<file path="config.mk">
export PLATFORM = sky130hd
export DESIGN_NAME = vga_timing_gen
export DESIGN_NICKNAME = d
export VERILOG_FILES = /design/src/rtl/vga_timing_gen.sv
export SDC_FILE = /design/constraint.sdc
export NUM_CORES = 1
export LEC_CHECK = 0
export ABC_AREA = 0
export BUFFER_PORTS_ARGS = -buffer_cell sky130_fd_sc_hd__buf_2
export CORE_AREA = 2 2 58 82
export CTS_BUF_LIST = sky130_fd_sc_hd__clkbuf_4
export CTS_CLUSTER_SIZE = 25
export DETAILED_ROUTE_END_ITERATION = 16
export DIE_AREA = 0 0 60 84
export GPL_TIMING_DRIVEN = 0
export HOLD_SLACK_MARGIN = 0.05
export PLACE_DENSITY = 0.61
export SLEW_MARGIN = 20
export SYNTH_ARGS = -nofsm -noshare
export SYNTH_HDL_FRONTEND = slang
export SYNTH_SLANG_ARGS = --single-unit
</file>
<file path="constraint.sdc">
create_clock -name clk -period 2.55 [get_ports clk]
set_input_delay 0 -clock clk [delete_from_list [all_inputs] [get_ports clk]]
set_output_delay 0 -clock clk [all_outputs]
set_load 0.005 [all_outputs]
</file>
<file path="src/rtl/vga_timing_gen.sv">
// vga_timing_gen: VGA 640x480@60 timing generator running on the system clock.
// The pixel rate comes from a clock-enable divider (pix_en), so there is one clock domain.
// Optional feature macro: VGA_SYNC_ALIGN_EN adds one clk register stage on hsync/vsync
// so the sync edges line up with a one-clk registered RGB output stage.
module vga_timing_gen #(
    parameter int unsigned CLK_DIV = 2,
    parameter int unsigned H_VIS   = 640,
    parameter int unsigned H_FP    = 16,
    parameter int unsigned H_SYNC  = 96,
    parameter int unsigned H_BP    = 48,
    parameter int unsigned V_VIS   = 480,
    parameter int unsigned V_FP    = 10,
    parameter int unsigned V_SYNC  = 2,
    parameter int unsigned V_BP    = 33
) (
    input  logic       clk,
    input  logic       rst_n,
    output logic       pix_en,
    output logic [9:0] hc,
    output logic [9:0] vc,
    output logic       vidon,
    output logic       hsync,
    output logic       vsync,
    output logic       frame_start
);

    localparam int unsigned CNT_W = 10;
    localparam int unsigned CMP_W = CNT_W + 1;
    localparam int unsigned DIV_W = 4;
    localparam int unsigned H_TOT = H_VIS + H_FP + H_SYNC + H_BP;
    localparam int unsigned V_TOT = V_VIS + V_FP + V_SYNC + V_BP;

    localparam logic [DIV_W-1:0] DIV_LAST = DIV_W'(CLK_DIV - 1);
    localparam logic [CNT_W-1:0] H_LAST   = CNT_W'(H_TOT - 1);
    localparam logic [CNT_W-1:0] V_LAST   = CNT_W'(V_TOT - 1);

    // Boundaries compared one bit wider so a full 1024 count cannot alias to 0
    localparam logic [CMP_W-1:0] H_VIS_X = CMP_W'(H_VIS);
    localparam logic [CMP_W-1:0] H_SS_X  = CMP_W'(H_VIS + H_FP);
    localparam logic [CMP_W-1:0] H_SE_X  = CMP_W'(H_VIS + H_FP + H_SYNC);
    localparam logic [CMP_W-1:0] V_VIS_X = CMP_W'(V_VIS);
    localparam logic [CMP_W-1:0] V_SS_X  = CMP_W'(V_VIS + V_FP);
    localparam logic [CMP_W-1:0] V_SE_X  = CMP_W'(V_VIS + V_FP + V_SYNC);

    // Reject parameter sets whose totals or divider do not fit the counters
    if (H_TOT > (1 << CNT_W) || V_TOT > (1 << CNT_W)) begin : g_bad_total
        $error("vga_timing_gen: H_TOT/V_TOT must fit in 10 bits");
    end
    if (CLK_DIV < 1 || CLK_DIV > 16) begin : g_bad_div
        $error("vga_timing_gen: CLK_DIV must be in 1..16");
    end

    logic [DIV_W-1:0] r_div;
    logic [DIV_W-1:0] w_div_nxt;
    logic [CNT_W-1:0] r_hc;
    logic [CNT_W-1:0] r_vc;
    logic [CNT_W-1:0] w_hc_nxt;
    logic [CNT_W-1:0] w_vc_nxt;
    logic             w_frame_wrap;
    logic             w_vidon_nxt;
    logic             w_hsync_nxt;
    logic             w_vsync_nxt;
    logic             r_pix_en;
    logic             r_vidon;
    logic             r_hsync;
    logic             r_vsync;
    logic             r_frame_start;

    // Next divider and counter values; counters step only on a pix_en cycle
    always_comb begin
        w_div_nxt    = (r_div == DIV_LAST) ? '0 : r_div + DIV_W'(1);
        w_hc_nxt     = r_hc;
        w_vc_nxt     = r_vc;
        w_frame_wrap = 1'b0;
        if (r_pix_en) begin
            if (r_hc == H_LAST) begin
                w_hc_nxt = '0;
                if (r_vc == V_LAST) begin
                    w_vc_nxt     = '0;
                    w_frame_wrap = 1'b1;
                end else begin
                    w_vc_nxt = r_vc + CNT_W'(1);
                end
            end else begin
                w_hc_nxt = r_hc + CNT_W'(1);
            end
        end
    end

    // Decode visible area and sync windows from the next counts so outputs match hc/vc
    always_comb begin
        w_vidon_nxt = ({1'b0, w_hc_nxt} < H_VIS_X) && ({1'b0, w_vc_nxt} < V_VIS_X);
        w_hsync_nxt = !(({1'b0, w_hc_nxt} >= H_SS_X) && ({1'b0, w_hc_nxt} < H_SE_X));
        w_vsync_nxt = !(({1'b0, w_vc_nxt} >= V_SS_X) && ({1'b0, w_vc_nxt} < V_SE_X));
    end

    // Timing state and registered outputs
    always_ff @(posedge clk or negedge rst_n) begin
        if (!rst_n) begin
            r_div         <= '0;
            r_hc          <= '0;
            r_vc          <= '0;
            r_pix_en      <= 1'b0;
            r_vidon       <= 1'b0;
            r_hsync       <= 1'b1;
            r_vsync       <= 1'b1;
            r_frame_start <= 1'b0;
        end else begin
            r_div         <= w_div_nxt;
            r_hc          <= w_hc_nxt;
            r_vc          <= w_vc_nxt;
            r_pix_en      <= (w_div_nxt == DIV_LAST);
            r_vidon       <= w_vidon_nxt;
            r_hsync       <= w_hsync_nxt;
            r_vsync       <= w_vsync_nxt;
            r_frame_start <= w_frame_wrap;
        end
    end

`ifdef VGA_SYNC_ALIGN_EN
    logic r_hsync_d;
    logic r_vsync_d;

    // Extra sync stage matching the one-clk RGB register downstream
    always_ff @(posedge clk or negedge rst_n) begin
        if (!rst_n) begin
            r_hsync_d <= 1'b1;
            r_vsync_d <= 1'b1;
        end else begin
            r_hsync_d <= r_hsync;
            r_vsync_d <= r_vsync;
        end
    end

    assign hsync = r_hsync_d;
    assign vsync = r_vsync_d;
`else
    assign hsync = r_hsync;
    assign vsync = r_vsync;
`endif

    assign pix_en      = r_pix_en;
    assign hc          = r_hc;
    assign vc          = r_vc;
    assign vidon       = r_vidon;
    assign frame_start = r_frame_start;

endmodule

</file>
# After elaboration in Yosys (flattened, before gate mapping)
# Index checks and enable logic that the tools add are counted.
# word_totals
output_inout_bits	25
wordCells	35
in_bits	2
reg_bits	29
# classes
reduce_logical	5
mux	9
addsub	3
n_eq_ne	4
order_cmp	6
# op_table
operator	n
10-bit 2-to-1 mux	5
10-bit by 1-bit adder with 10-bit output (second input constant)	2
10-bit equality test (second input constant)	2
10-bit < comparator (second input constant)	2
10-bit by 9-bit < comparator with 1-bit output (second input constant)	2
10-bit greater-or-equal comparator (second input constant)	1
10-bit by 9-bit greater-or-equal comparator with 1-bit output (second input constant)	1
4-bit by 1-bit equality test with 1-bit output (second input constant)	2
4-bit by 1-bit adder with 4-bit output (second input constant)	1
4-bit 2-to-1 mux	1
1-bit logical AND	3
1-bit 2-to-1 mux	3
1-bit zero test	2

# Longest topological paths before layout
# depth
ltp_word	7
mapped_depth	9
ltp_nobuf	8

# Worst setup path after synthesis
# OpenSTA, ideal clock, no wires.
# synth_timing
path_kind	register -> register
from	register r_vc[6] (netlist: vc[6])
to	register r_vsync (netlist: vsync)
period_less_slack_ns	2.336
setup_slack_ns	0.214
setup_ns	0.094
stages_incl_launch_ff	8
t_required_ns	2.456
t_arrival_ns	2.242
n_path_buf	1
path_cell_list	dfrtp_1 > or4_4 > or3_1 > buf_6 > o21a_1 > o21ai_2 > o41ai_1 > or4_1
# synth_between
elab_chain_cells	7
elab_cells_between_ends	9
classes_between	add/sub: 1; order compare: 2; eq/ne: 1; mux: 3; reduce/logical: 2
# synth_rtl
element	line	rtl
start: declaration	56	logic [CNT_W-1:0] r_vc;
start signal: assignment	111	r_vc <= w_vc_nxt;
10-bit by 1-bit adder with 10-bit output or 10-bit equality test (tied branches)	82, 78	
10-bit 2-to-1 mux *	78	if (r_vc == V_LAST) begin
10-bit 2-to-1 mux *	76	if (r_hc == H_LAST) begin
10-bit 2-to-1 mux *	75	if (r_pix_en) begin
named net w_vc_nxt[9]	58	logic [CNT_W-1:0] w_vc_nxt;
10-bit by 9-bit greater-or-equal comparator with 1-bit output or 10-bit by 9-bit < comparator with 1-bit output (tied branches)	94	w_vsync_nxt = !(({1'b0, w_vc_nxt} >= V_SS_X) && ({1'b0, w_vc_nxt} < V_SE_X));
1-bit logical AND *	94	
1-bit zero test *	94	
named net w_vsync_nxt	62	logic w_vsync_nxt;
end signal: assignment	115	r_vsync <= w_vsync_nxt;
end: declaration	66	logic r_vsync;
# The timed path passes the listed nets; every way through them passes the cells marked *.

# Worst setup path after layout
# layout_timing
from	register r_vc[5] (netlist: vc[5])
to	register r_vsync (netlist: vsync)
# Same word-level chain as after synthesis.

==> key figures <==
Status
  – Status: complete, no violations

STA
  – Fmax: 0.412 GHz
  – Setup violators final: 0
  – Clk_skew: 0.00937 ns
  – Post-Route Setup TNS: 0 ns
  – Hold Fails Final Rpt: 0
  – Worst-margin pin slew: 0.637 ns
  – Final Hold Slack: 0.223 ns
  – Max-slew violations: 0
  – Slew HR: 57.6%
  – Final worst path period share: 95.3%
  – Clock period minus worst slack: 2.43 ns

Power
  – LEAKAGE: 0.848 nW
  – Maximum vdd drop: 0.280 mV
  – Clk pwr share: 35.2%
  – Part of the power in registers: 63.4%
  – Total Power: 0.725 mW
  – Switch share: 22.7%
  – Power share of the combinational group: 1.4%
  – Internal: 0.561 mW
  – P per Cell Area: 399 nW/um^2
  – P_sw: 0.165 mW

Synthesis
  – Yosys top cell by area: dfrtp_1
  – Synth Flop Type: dfrtp_1
  – Synth top area share: 46.4%
  – Yosys warning count: 0
  – Number of synthesized flops with an enable pin: 0
  – Commonest cells post-synth: dfrtp_1 (27), nand2_1 (13), nand3_1 (12)
  – Top-count cell post-synth: dfrtp_1
  – Synth Register Bits: 29
  – Synth unique cells: 39
  – Async set-or-reset flop fraction in the synthesized netlist: 100%
  – Synth area leaders: dfrtp_1 (46%), xnor2_1 (5.4%), nand3_1 (4.1%), dfstp_2 (3.6%), nand2_1 (3.3%)
  – Mapped Area: 1460 um^2
  – Post-Syn Nets: 151
  – Sequential element share of the synthesized area: 50.0%
  – Avg Cell Area, Syn: 9.98 um^2
  – Mapped Cells: 146

Cells and area
  – Layout cells sized above 1: 30.3%
  – Filler cells: 459
  – Fin nets: 192
  – Finished Core Util: 41.4%
  – Final Instance Area: 1820 um^2
  – Area growth syn-to-layout: 24.5%
  – N_diodes: 0

Route
  – Uppermost layer routed: met4
  – Wl on met1: 1320 um
  – # DRC: 0
  – Post-detailed-route via-to-cell ratio: 5.05
  – Met3 WL post-DR: 179 um
  – Post-route ant nets: 0
  – WL/cell: 13.1 um
  – Final wirelength: 3270 um
  – Iter 0 DRT Violations: 69
  – DRT Pass-1 Iters: 4
  – Total number of vias: 1262
  – DR WL met2: 1710 um

Floorplan
  – Die area: 5040 um^2
  – Die Y: 84 um
  – Die Width: 60 um
  – Ports: 27
  – Initial Utilization: 33.2%
  – Total core area: 4390 um^2
  – Row count: 29

Worst setup path
  – Worst setup path class: flop to flop
  – Critical Path Start: vc[5]
  – Worst Path Arrival: 2.67 ns
  – Critical path endpoint category: flop
  – Worst path required time: 2.79 ns
  – Critical path launch point type: flop
  – CP Max Fanout: 8
  – RR Startpoint: vc[5]

Clock tree
  – Latest clock arrival within the worst-skew pair: 0.32 ns
  – CTS tree: yes
  – H-tree lvl count: 2
  – CTS clk-pin slew, worst paths: 0.09 ns
  – Clock Root Buffer: clkbuf_4
  – Sink Count: 29
  – Total CTS buffers: 5
  – CTS Buffer Depth: 2

Global route
  – Initial antenna violation count: 0
  – First-pass GRT wire length: 5480 um
  – Gr usage total: 14.3%
  – Largest net degree at the start of global routing: 30
  – GRT overflow: 0
  – Number of global-route vias before repair: 1143

Placed design
  – Placed Area: 1670 um^2
  – GPL Wtd Cong: 0.825
  – Port bufs: 26
  – Final HPWL DP: 2250 um

Hold path
  – Hold Path Class: primary input to asynchronous set/reset pin

Flow run
  – Max Cap Viol: 0
## path summary, 6_finish.rpt
| check | end | slack [ns] | cells after the start |
|---|---|---|---|
| setup reg to reg | vsync | 0.12 | 7 |
| hold reg to reg | pix_en | 0.49 | 1 |
| hold / removal | vc[3] | 0.22 | 2 |
| setup / recovery | vsync | 0.12 | 7 |
| min in group clk | pix_en | 0.49 | 1 |
| max in group asynchronous | vc[7] | 1.87 | 2 |
## repair_timing
action | in CTS | in global routing
setup endpoints to repair | 1 | 1
hold endpoints to repair | 27 | 0
cloned | 0 | 1
buffers inserted | 0 | 7
resized for setup | 0 | 9
pin swaps | 0 | 2
hold buffers | 1 | 0
## flip-flops by register name (all words and copies together), names as in the netlist
register     cells
hc              10
vc              10
r_div            4
frame_start      1
hsync            1
pix_en           1
vidon            1
vsync            1
## power by group through the flow
stage / Sequential [mW] / Clock, mW / Combinational, mW
2_1_floorplan: 0.469 / 0 / 0.000000274
3_3_place_gp: 0.469 / 0 / 0.00996
3_5_place_dp: 0.469 / 0 / 0.00995
4_1_cts: 0.460 / 0.268 / 0.0112
5_1_grt: 0.460 / 0.290 / 0.0122
6_report: 0.460 / 0.255 / 0.0101
## critical path, cell delays in order (launching register included)
cell     delay, ns
dfrtp_1       0.42
or4_4         0.56
or3_1         0.37
buf_6         0.15
o21a_1        0.10
o21ai_2       0.10
o41ai_1       0.10
or4_1         0.55
## kinds of logic (layout without fill, tap and decap cells)
family | Yosys count | after routing | synth area share, %
XOR/XNOR | 12 | 12 | 7.21
AO/OA/AOI/OAI | 21 | 21 | 8.93
flip-flops | 29 | 29 | 50.0
adder cells (fa/ha/maj) | 3 | 3 | 2.58
AND/OR/NAND/NOR | 64 | 65 | 24.9
multiplexers | 3 | 3 | 2.15
buffers and inverters | 14 | 55 | 4.29
## per-layer routing
layer	up-vias	track usage, %
met4	0	6.46
met2	41	22.3
met5	-	0
met3	8	3.72
li1	611	-
met1	602	18.0
## placed cells by master (no fill, tap or decap), types with 2 or more instances in the layout
cell      netlist  layout
a21oi_1         3       3
buf_2           1      27
buf_4           0       7
clkbuf_1        3       2
clkbuf_4        0       5
clkinv_1        0       2
dfrtp_1        27      25
dfrtp_2         0       2
dfstp_2         2       2
ha_1            3       2
inv_1           8       8
mux2i_1         2       2
nand2_1        13      13
nand3_1        12      12
nand4_1         7       7
nor2_1          9       9
nor3_1          5       3
nor4_1          3       2
o21ai_0         9       9
or3_1           5       5
or4_1           2       2
xnor2_1         9       9
xor2_1          3       3
## stage by stage
step                setup WS, ns  std cells
global placement          0.0370        234
global route            -0.00275        250
finish                     0.121        250
detailed placement       -0.0590        234
CTS                       0.0335        242
floorplan                  0.214        146
## area by class of cell
cell class                      count  area (um^2)  share of cell area [%]
Sequential cell                    29          731                    40.2
Multi-Input combinational cell    104          706                    38.9
Timing Repair Buffer               34          193                    10.6
Tap cell                           62         77.6                    4.27
Inverter                            8         30.0                    1.65
Clock buffer                        5         37.5                    2.07
Clock inverter                      3         12.5                   0.689
Buffer                              5         28.8                    1.59
Power figures use the tool's default switching activity.
